$ cat src/rtl/wisc_pkg.sv
// Shared encodings for the MEM-stage access controller: memory-enable codes,
// controller states and a small decode helper.
package wisc_pkg;

    // EX/MEM mem_writeEn encoding
    typedef enum logic [1:0] {
        MEM_NONE = 2'b00,
        MEM_LD   = 2'b01,
        MEM_ST   = 2'b10,
        MEM_RSV  = 2'b11
    } mem_en_e;

    // Access controller states
    typedef enum logic [1:0] {
        IDLE = 2'b00,
        WAIT = 2'b01,
        DONE = 2'b10
    } state_e;

    // True for the two codes that start a memory transaction
    function automatic logic is_mem_op(input logic [1:0] en);
        return (en == MEM_LD) || (en == MEM_ST);
    endfunction

endpackage

$ cat src/rtl/mem_timeout_cnt.sv
// Saturating cycle counter that bounds how long an access may sit in WAIT.
// expired_o is high while the count sits at TIMEOUT-1.
module mem_timeout_cnt #(
    parameter int TIMEOUT = 64,
    localparam int CW     = (TIMEOUT > 1) ? $clog2(TIMEOUT) : 1
) (
    input  logic clk,
    input  logic rst,
    input  logic clr_i,
    input  logic en_i,
    output logic expired_o
);

    localparam logic [CW-1:0] CNT_MAX = CW'(TIMEOUT - 1);

    logic [CW-1:0] cnt_q, cnt_d;

    // Clear wins over count; hold at CNT_MAX instead of wrapping
    always_comb begin
        cnt_d = cnt_q;
        if (clr_i) begin
            cnt_d = '0;
        end else if (en_i && (cnt_q != CNT_MAX)) begin
            cnt_d = cnt_q + 1'b1;
        end
    end

    // Count register
    always_ff @(posedge clk or negedge rst) begin
        if (!rst) begin
            cnt_q <= '0;
        end else begin
            cnt_q <= cnt_d;
        end
    end

    assign expired_o = (cnt_q == CNT_MAX);

endmodule

$ cat src/rtl/mem_access_ctrl.sv
// MEM-stage access controller: issues one read/write strobe per EX/MEM
// instruction on a stalling data memory, freezes the pipeline until the
// access completes, holds load data for MEM/WB, flags bad/failed accesses
// and raises a single dump request on halt.
module mem_access_ctrl
    import wisc_pkg::*;
#(
    parameter int DATA_W  = 16,
    parameter int TIMEOUT = 64
) (
    input  logic              clk,
    input  logic              rst,
    input  logic              req_valid,
    input  logic [1:0]        mem_en,
    input  logic [DATA_W-1:0] addr,
    input  logic [DATA_W-1:0] wdata,
    input  logic              halt,
    input  logic              advance,
    input  logic              mem_stall,
    input  logic              mem_done,
    input  logic [DATA_W-1:0] mem_rdata,
    input  logic              mem_err,
    output logic              mem_rd,
    output logic              mem_wr,
    output logic [DATA_W-1:0] mem_addr,
    output logic [DATA_W-1:0] mem_wdata,
    output logic              createdump,
    output logic              pipe_stall,
    output logic [DATA_W-1:0] rdata_q,
    output logic              err_q
);

    state_e            state_q, state_d;
    logic [DATA_W-1:0] rdata_d;
    logic              err_d;
    logic              dump_done_q, dump_done_d;
    logic              is_ld_q, is_ld_d;

    logic op, bad, ld;
    logic rd_s, wr_s, stall_s, dump_s;
    logic cnt_clr, cnt_en, expired;

    // Instruction decode: an unaligned load/store is treated as bad, never issued
    assign op  = req_valid & is_mem_op(mem_en);
    assign ld  = (mem_en == MEM_LD);
    assign bad = req_valid & ((mem_en == MEM_RSV) | (op & addr[0]));

    mem_timeout_cnt #(
        .TIMEOUT (TIMEOUT)
    ) u_tmo (
        .clk       (clk),
        .rst       (rst),
        .clr_i     (cnt_clr),
        .en_i      (cnt_en),
        .expired_o (expired)
    );

    // Next-state, capture and strobe logic
    always_comb begin
        state_d     = state_q;
        rdata_d     = rdata_q;
        err_d       = err_q;
        dump_done_d = dump_done_q;
        is_ld_d     = is_ld_q;
        rd_s        = 1'b0;
        wr_s        = 1'b0;
        stall_s     = 1'b0;
        dump_s      = 1'b0;
        cnt_clr     = 1'b0;
        cnt_en      = 1'b0;

        unique case (state_q)
            IDLE: begin
                if (bad) begin
                    // Dropped as a no-op; only the sticky flag records it
                    err_d = 1'b1;
                end else if (op) begin
                    stall_s = 1'b1;
                    if (!mem_stall) begin
                        rd_s    = ld;
                        wr_s    = ~ld;
                        is_ld_d = ld;
                        if (mem_err) begin
                            err_d = 1'b1;
                        end
                        if (mem_done) begin
                            if (ld) begin
                                rdata_d = mem_rdata;
                            end
                            state_d = DONE;
                        end else begin
                            cnt_clr = 1'b1;
                            state_d = WAIT;
                        end
                    end
                end
                // Dump only from a quiet IDLE, once per reset
                if (req_valid && halt && !op && !dump_done_q) begin
                    dump_s      = 1'b1;
                    dump_done_d = 1'b1;
                end
            end
            WAIT: begin
                stall_s = 1'b1;
                cnt_en  = 1'b1;
                // Completion takes priority over both abort causes
                if (mem_done) begin
                    if (is_ld_q) begin
                        rdata_d = mem_rdata;
                    end
                    state_d = DONE;
                end else if (mem_err || expired) begin
                    err_d   = 1'b1;
                    state_d = DONE;
                end
            end
            DONE: begin
                // Park here until MEM/WB takes the result so nothing re-issues
                if (advance) begin
                    state_d = IDLE;
                end
            end
            default: begin
                state_d = IDLE;
            end
        endcase
    end

    // Controller state and result registers
    always_ff @(posedge clk or negedge rst) begin
        if (!rst) begin
            state_q     <= IDLE;
            rdata_q     <= '0;
            err_q       <= 1'b0;
            dump_done_q <= 1'b0;
            is_ld_q     <= 1'b0;
        end else begin
            state_q     <= state_d;
            rdata_q     <= rdata_d;
            err_q       <= err_d;
            dump_done_q <= dump_done_d;
            is_ld_q     <= is_ld_d;
        end
    end

    // Combinational outputs are forced low while reset is held
    assign mem_rd     = rst & rd_s;
    assign mem_wr     = rst & wr_s;
    assign pipe_stall = rst & stall_s;
    assign createdump = rst & dump_s;
    assign mem_addr   = addr;
    assign mem_wdata  = wdata;

endmodule

$ cat config.mk
export PLATFORM = sky130hd
export DESIGN_NAME = mem_access_ctrl
export DESIGN_NICKNAME = d
export VERILOG_FILES = /design/src/rtl/wisc_pkg.sv /design/src/rtl/mem_timeout_cnt.sv /design/src/rtl/mem_access_ctrl.sv
export SDC_FILE = /design/constraint.sdc
export NUM_CORES = 1
export LEC_CHECK = 0
export ABC_AREA = 1
export CORE_MARGIN = 2
export CORE_UTILIZATION = 36
export CTS_CLUSTER_DIAMETER = 120
export CTS_CLUSTER_SIZE = 20
export DETAILED_ROUTE_END_ITERATION = 12
export GPL_ROUTABILITY_DRIVEN = 0
export PLACE_DENSITY_LB_ADDON = 0.12
export SETUP_SLACK_MARGIN = 0.05
export SKIP_CTS_REPAIR_TIMING = 1
export SLEW_MARGIN = 30
export SYNTH_ARGS = -nofsm -noshare
export SYNTH_HDL_FRONTEND = slang
export SYNTH_SLANG_ARGS = --single-unit
$ cat constraint.sdc
create_clock -name clk -period 1.6 [get_ports clk]
set_clock_uncertainty 0.05 [all_clocks]
set_input_delay 0.16 -clock clk [delete_from_list [all_inputs] [get_ports clk]]
set_output_delay 0.16 -clock clk [all_outputs]
set_load 0.05 [all_outputs]
# Word-level counts from Yosys, hierarchy flattened
# Index checks and enable logic that the tools add are counted.
[op_classes]
eq_ne = 21
n_mul = 0
mux = 44
order_cmp = 0
add_sub_neg = 1
bitwise = 11
reduce_logical = 16
div = 0
shift = 0
[op_table]
columns = ["operator", "n"]
rows = [
  ["$mux 16", 7],
  ["$pmux 16 s2", 1],
  ["$mux 1", 24],
  ["$ne 2x2->1 const B", 10],
  ["$mux 2", 7],
  ["$mux 6", 2],
  ["$ne 3x3->1 const B", 4],
  ["$reduce_and 8->1", 1],
  ["$and 1x1->1", 7],
  ["$add 6x1->6 const B", 1],
  ["$eq 2x2->1 const B", 3],
  ["$eq 6x6->1 const B", 1],
  ["$ne 6x6->1 const B", 1],
  ["$pmux 2 s3", 1],
  ["$reduce_and 6->1", 1],
  ["$reduce_and 5->1", 1],
  ["$eq 2x1->1 const B", 2],
  ["$logic_and 1x1->1", 4],
  ["$pmux 1 s2", 2],
  ["$reduce_and 4->1", 1],
  ["$reduce_bool 2->1", 2],
  ["$not 1->1", 3],
  ["$logic_not 1->1", 2],
  ["$logic_not 2->1", 1],
  ["other kinds (3)", 4],
]
[word_totals]
mem_bits_ro = 0
output_inout_bits = 53
ramBits = 0
latchBits = 0
wordCells = 99
mem_count = 0
regBits = 27
in_bits = 58

# Longest topological paths before layout
[logic_depth]
word_depth = 9
mapped_depth = 10
depth_no_buf = 9

# By module
# From an unflattened synthesis, not the netlist that was laid out.
[hier_totals]
cells_unflattened = 220
hier_area_um2 = 1715.4
[by_module_without_submodules]
columns = ["mod", "cells_each", "n_inst", "area_per_inst_um2", "seq_area_each_um2"]
rows = [
  ["mem_access_ctrl", 167, 1, 1316.3, 525.5],
  ["mem_timeout_cnt", 53, 1, 399.1, 150.1],
]

# Worst setup path before layout
# Ideal clock, no wire load.
[synth_timing]
kind = "flip-flop to output port"
start = "register state_q[0]"
end = "output createdump"
n_path_buf = 0
t_arrival_ps = 2177
required_ps = 1390
setup_slack_ps = -787
stages_incl_launch_ff = 4
path_cell_list = "dfrtp_1 nor2_2 nand2_1 nor4_1"
[synth_via]
elab_chain_len = 3
[synth_lines]
columns = ["item", "line", "text"]
rows = [
  ["start: declaration", "mem_access_ctrl.sv:33", "state_e state_q, state_d;"],
  ["start signal: assignment", "mem_access_ctrl.sv:138", "state_q <= state_d;"],
  ["$logic_not 2->1", "mem_access_ctrl.sv:72", "unique case (state_q)"],
  ["$mux 1", "mem_access_ctrl.sv:72", ""],
  ["$and 1x1->1", "mem_access_ctrl.sv:150", "assign createdump = rst & dump_s;"],
  ["end: declaration", "mem_access_ctrl.sv:27", "output logic createdump,"],
]
# No other way between the ends.

# Final worst setup path
[layout_timing]
start = "register state_q[0]"
end = "output mem_rd"
[layout_via]
elab_chain_len = 3
[layout_lines]
columns = ["item", "line", "text"]
rows = [
  ["$logic_not 2->1", "mem_access_ctrl.sv:72", ""],
  ["$mux 1", "mem_access_ctrl.sv:72", ""],
  ["$and 1x1->1", "mem_access_ctrl.sv:147", "assign mem_rd = rst & rd_s;"],
  ["end: declaration", "mem_access_ctrl.sv:23", "output logic mem_rd,"],
]
# No other way between the ends.

==> Implementation_results.wiki <==
{| class="wikitable"
! Metric !! Value
|-
| Antenna Violating Nets Remaining || 0
|-
| Sequential share of the synthesized area || around 40%
|-
| Net total in the final layout || 321
|-
| HPWL after detailed placement || around 2.7 mm
|-
| Number of DRC markers in iteration 0 || 77
|-
| Max-cap violation count || 0
|-
| Number of clock sinks || 27
|-
| Final-layout fill cell count || 450
|-
| Violated checks || negative setup slack
|-
| Normalized max-slew margin || 76.1%
|-
| Remaining routing DRC violations || 0
|-
| Biggest fanout along the worst timing path || 4
|-
| Rows || 24
|-
| # diodes || 0
|-
| Cell Area, Synth || approximately 1700 sq um
|-
| Pin count of the biggest net entering global routing || 28
|-
| Vias in the first global route || 1350
|-
| Leading cell type by number of instances after synthesis || sky130_fd_sc_hd__nand2_1
|-
| Worst-Skew Late Latency || 280 ps
|-
| TritonCTS clock tree || built
|-
| Post-route worst setup slack || -90.1 ps
|-
| Cell variety after synth || 26
|-
| First-pass GRT wire length || 6.09 mm
|-
| Achievable clock frequency || 592 MHz
|-
| Post-synthesis sequential element count || 27
|-
| Standard cell area after detailed placement || roughly 2200 sq um
|-
| Net Count, Synth || 280
|-
| Biggest area consumer among synthesized cells || sky130_fd_sc_hd__dfrtp_1
|-
| Clock buffer count from CTS || 3
|-
| Proportion of netlist area held by the largest area contributor || 40.1%
|-
| Aggregate routed wire length || roughly 3.7 mm
|-
| Startpoint type of the worst setup path || register
|-
| RSZ-0062 raised after global routing || yes
|-
| P per Cell Area || 1580 nW/um^2
|-
| Horizontal die dimension || 72.4 um
|-
| Overall overflow remaining after global route || 0
|-
| Final period utilization || 106%
|-
| Maximum root-to-sink buffer count || 2
|-
| Root Driver || sky130_fd_sc_hd__clkbuf_8
|-
| Via count || 1452
|-
| Post-Layout Inst Area || ~2300 sq um
|-
| Vias/cell || 4.67
|-
| Fraction of final layout cells with drive strength greater than 1 || between 20% and 30%
|-
| Buffers added on ports || 48
|-
| Effective utilization at floorplan || a little under two fifths
|-
| Count of H-tree levels built during CTS || 1
|-
| I/O pins || 111
|-
| WP data required || 1390 ps
|-
| Endpoint class of the critical path || primary output
|-
| Syn. warnings || 0
|-
| Max-slew violation total from the final report || 0
|-
| Run status || complete, but fails checks
|-
| Final setup violating endpoints || 4
|-
| Leak || 1.23 nW
|-
| Post-detailed-route wirelength per cell || around 12 um
|-
| Layout-stage area growth over the synthesis result || 38.6%
|-
| Height of the die || 72.4 um
|-
| Global-route usage over all layers || roughly 14%
|-
| Core Util, Final || 52.6%
|-
| Die footprint || 5250 sq um
|-
| Slew @ Worst Pin || 358 ps
|-
| Number of flops mapped to enable cells by yosys || 0
|-
| Most frequent cells after synthesis || sky130_fd_sc_hd__nand2_1, sky130_fd_sc_hd__buf_4, sky130_fd_sc_hd__dfrtp_1, sky130_fd_sc_hd__nand3_1, sky130_fd_sc_hd__inv_1
|-
| Final critical path time including I/O delays and setup || ~1700 ps
|-
| Final hold vios || 0
|-
| Arrival time of data at the critical path endpoint || 1480 ps
|-
| Class of the tightest hold or removal check || in -> out
|-
| Syn avg cell area || 7.70 sq um
|-
| Initial antenna violation count || 0
|-
| Pre-Repair DR Iteration Count || 4
|-
| Worst IR drop on VDD || about 0.00056 V
|-
| Synth area leaders || sky130_fd_sc_hd__dfrtp_1, sky130_fd_sc_hd__nand2_1, sky130_fd_sc_hd__buf_4
|-
| Post-Syn Instances || 219
|-
| Clock slew at the register clock pins of the worst setup and hold paths || 100 ps
|-
| Fraction of registers with async set/reset || 100%
|-
| Core area || 4440 sq um
|-
| Setup CP Type || reg -> out
|-
| Most instantiated flip-flop cell in the synthesis netlist || sky130_fd_sc_hd__dfrtp_1
|}
[metal layers]
layer	global-route usage, %	routed length, um	vias up	share of wire [%]
li1	-	-	741	-
met1	20.1	1830	660	49
met2	22.3	1630	46	44
met3	4.44	231	5	6.2
met4	2.67	17	0	0.46
met5	0	0	-	0
[worst paths after layout]
check                                       startpoint  slack (ps)                      to  cells past startpoint
worst min-delay path                          addr[11]         270            mem_addr[11]                      0
min in group asynchronous                          rst         370  rdata_q[4]$_DFFE_PN0P_                      3
max in group asynchronous                          rst         840  state_q[1]$_DFFE_PN0P_                      3
worst min register to register       err_q$_DFFE_PN0P_         420       err_q$_DFFE_PN0P_                      2
worst max-delay path            state_q[0]$_DFFE_PN0P_         -90                  mem_rd                      6
worst max register to register  state_q[0]$_DFFE_PN0P_         160  rdata_q[1]$_DFFE_PN0P_                      8
[worst max-delay path, stage by stage (launching register included)]
cell	delay, ps
sky130_fd_sc_hd__dfrtp_2	470
sky130_fd_sc_hd__inv_4	100
sky130_fd_sc_hd__nand2_4	50
sky130_fd_sc_hd__nor2_4	120
sky130_fd_sc_hd__nand4_1	120
sky130_fd_sc_hd__nor2_2	180
sky130_fd_sc_hd__buf_12	150
[layout by cell type, fill, tap and decap left out]
| master | count |
|---|---|
| sky130_fd_sc_hd__a21oi_2 | 1 |
| sky130_fd_sc_hd__nand3_2 | 1 |
| sky130_fd_sc_hd__nor2_8 | 1 |
| sky130_fd_sc_hd__nor3_1 | 1 |
| sky130_fd_sc_hd__nand3b_1 | 2 |
| sky130_fd_sc_hd__clkinvlp_4 | 1 |
| sky130_fd_sc_hd__o21bai_1 | 1 |
| sky130_fd_sc_hd__and3_1 | 1 |
| sky130_fd_sc_hd__nor4_4 | 1 |
| sky130_fd_sc_hd__nor3_4 | 1 |
| sky130_fd_sc_hd__ha_2 | 1 |
| sky130_fd_sc_hd__ha_1 | 2 |
| sky130_fd_sc_hd__nand3_1 | 26 |
| sky130_fd_sc_hd__nor2_4 | 3 |
| sky130_fd_sc_hd__buf_12 | 10 |
| sky130_fd_sc_hd__nand2_4 | 3 |
| sky130_fd_sc_hd__dlymetal6s2s_1 | 2 |
| sky130_fd_sc_hd__o21ai_0 | 1 |
| sky130_fd_sc_hd__inv_2 | 3 |
| sky130_fd_sc_hd__nand2_2 | 3 |
| sky130_fd_sc_hd__nand4_1 | 4 |
| sky130_fd_sc_hd__buf_4 | 35 |
| sky130_fd_sc_hd__inv_4 | 1 |
| sky130_fd_sc_hd__inv_1 | 15 |
| sky130_fd_sc_hd__a21oi_1 | 4 |
| sky130_fd_sc_hd__nand2_1 | 69 |
| sky130_fd_sc_hd__nand3_4 | 1 |
| sky130_fd_sc_hd__nor2_2 | 2 |
| sky130_fd_sc_hd__xor2_1 | 1 |
| sky130_fd_sc_hd__clkdlybuf4s50_1 | 24 |
| sky130_fd_sc_hd__clkbuf_8 | 3 |
| sky130_fd_sc_hd__nor2_1 | 8 |
| sky130_fd_sc_hd__dfrtp_2 | 2 |
| sky130_fd_sc_hd__dfrtp_1 | 25 |
[through the flow]
step           hold WS [ps]  total power (W)  std cells  TNS (ps)  worst slack [ps]
2_1_floorplan          -186          0.00255        219         0              62.3
3_3_place_gp            270          0.00308        299     -8140              -378
3_5_place_dp            270          0.00309        299     -8680              -399
4_1_cts                 270          0.00352        303     -1500              -407
5_1_grt                 270          0.00395        311      -598              -179
6_report                270          0.00369        311      -287             -90.1
[where the power goes]
group	leakage [nW]	total [W]	switching, W	internal, W
combinational	0.864	0.00215	0.00133	0.000827
sequential	0.344	0.00113	0.000190	0.000936
clock	0.0217	0.000412	0.000235	0.000177
total	1.23	0.00369	0.00175	0.00194
[cell type report]
| type | instances | area, sq um | share of cell area, % |
|---|---|---|---|
| inverters | 19 | 73.8 | 3.16 |
| repair buffers | 71 | 728 | 31.1 |
| well taps | 52 | 65.1 | 2.78 |
| flip-flops and latches | 27 | 678 | 29.0 |
| clock buffers | 3 | 41.3 | 1.77 |
| clock inverters | 1 | 7.51 | 0.321 |
| multi-input cells | 138 | 744 | 31.8 |
[sequential cells by signal, summed over array words and instances, names as in the netlist]
signal	count
rdata_q	16
is_ld_q	1
u_tmo.cnt_q	6
dump_done_q	1
err_q	1
state_q	2
[cell families (layout without fill, tap and decap cells)]
group,after synthesis,count (layout),synth area share (%)
AND/OR/NAND/NOR,127,127,34.9
buffers and inverters,54,94,19.9
flip-flops,27,27,40.1
AO/OA/AOI/OAI,7,7,2.45
adder cells (fa/ha/maj),3,3,2.23
XOR/XNOR,1,1,0.519
(Power assumes the default switching activity.)
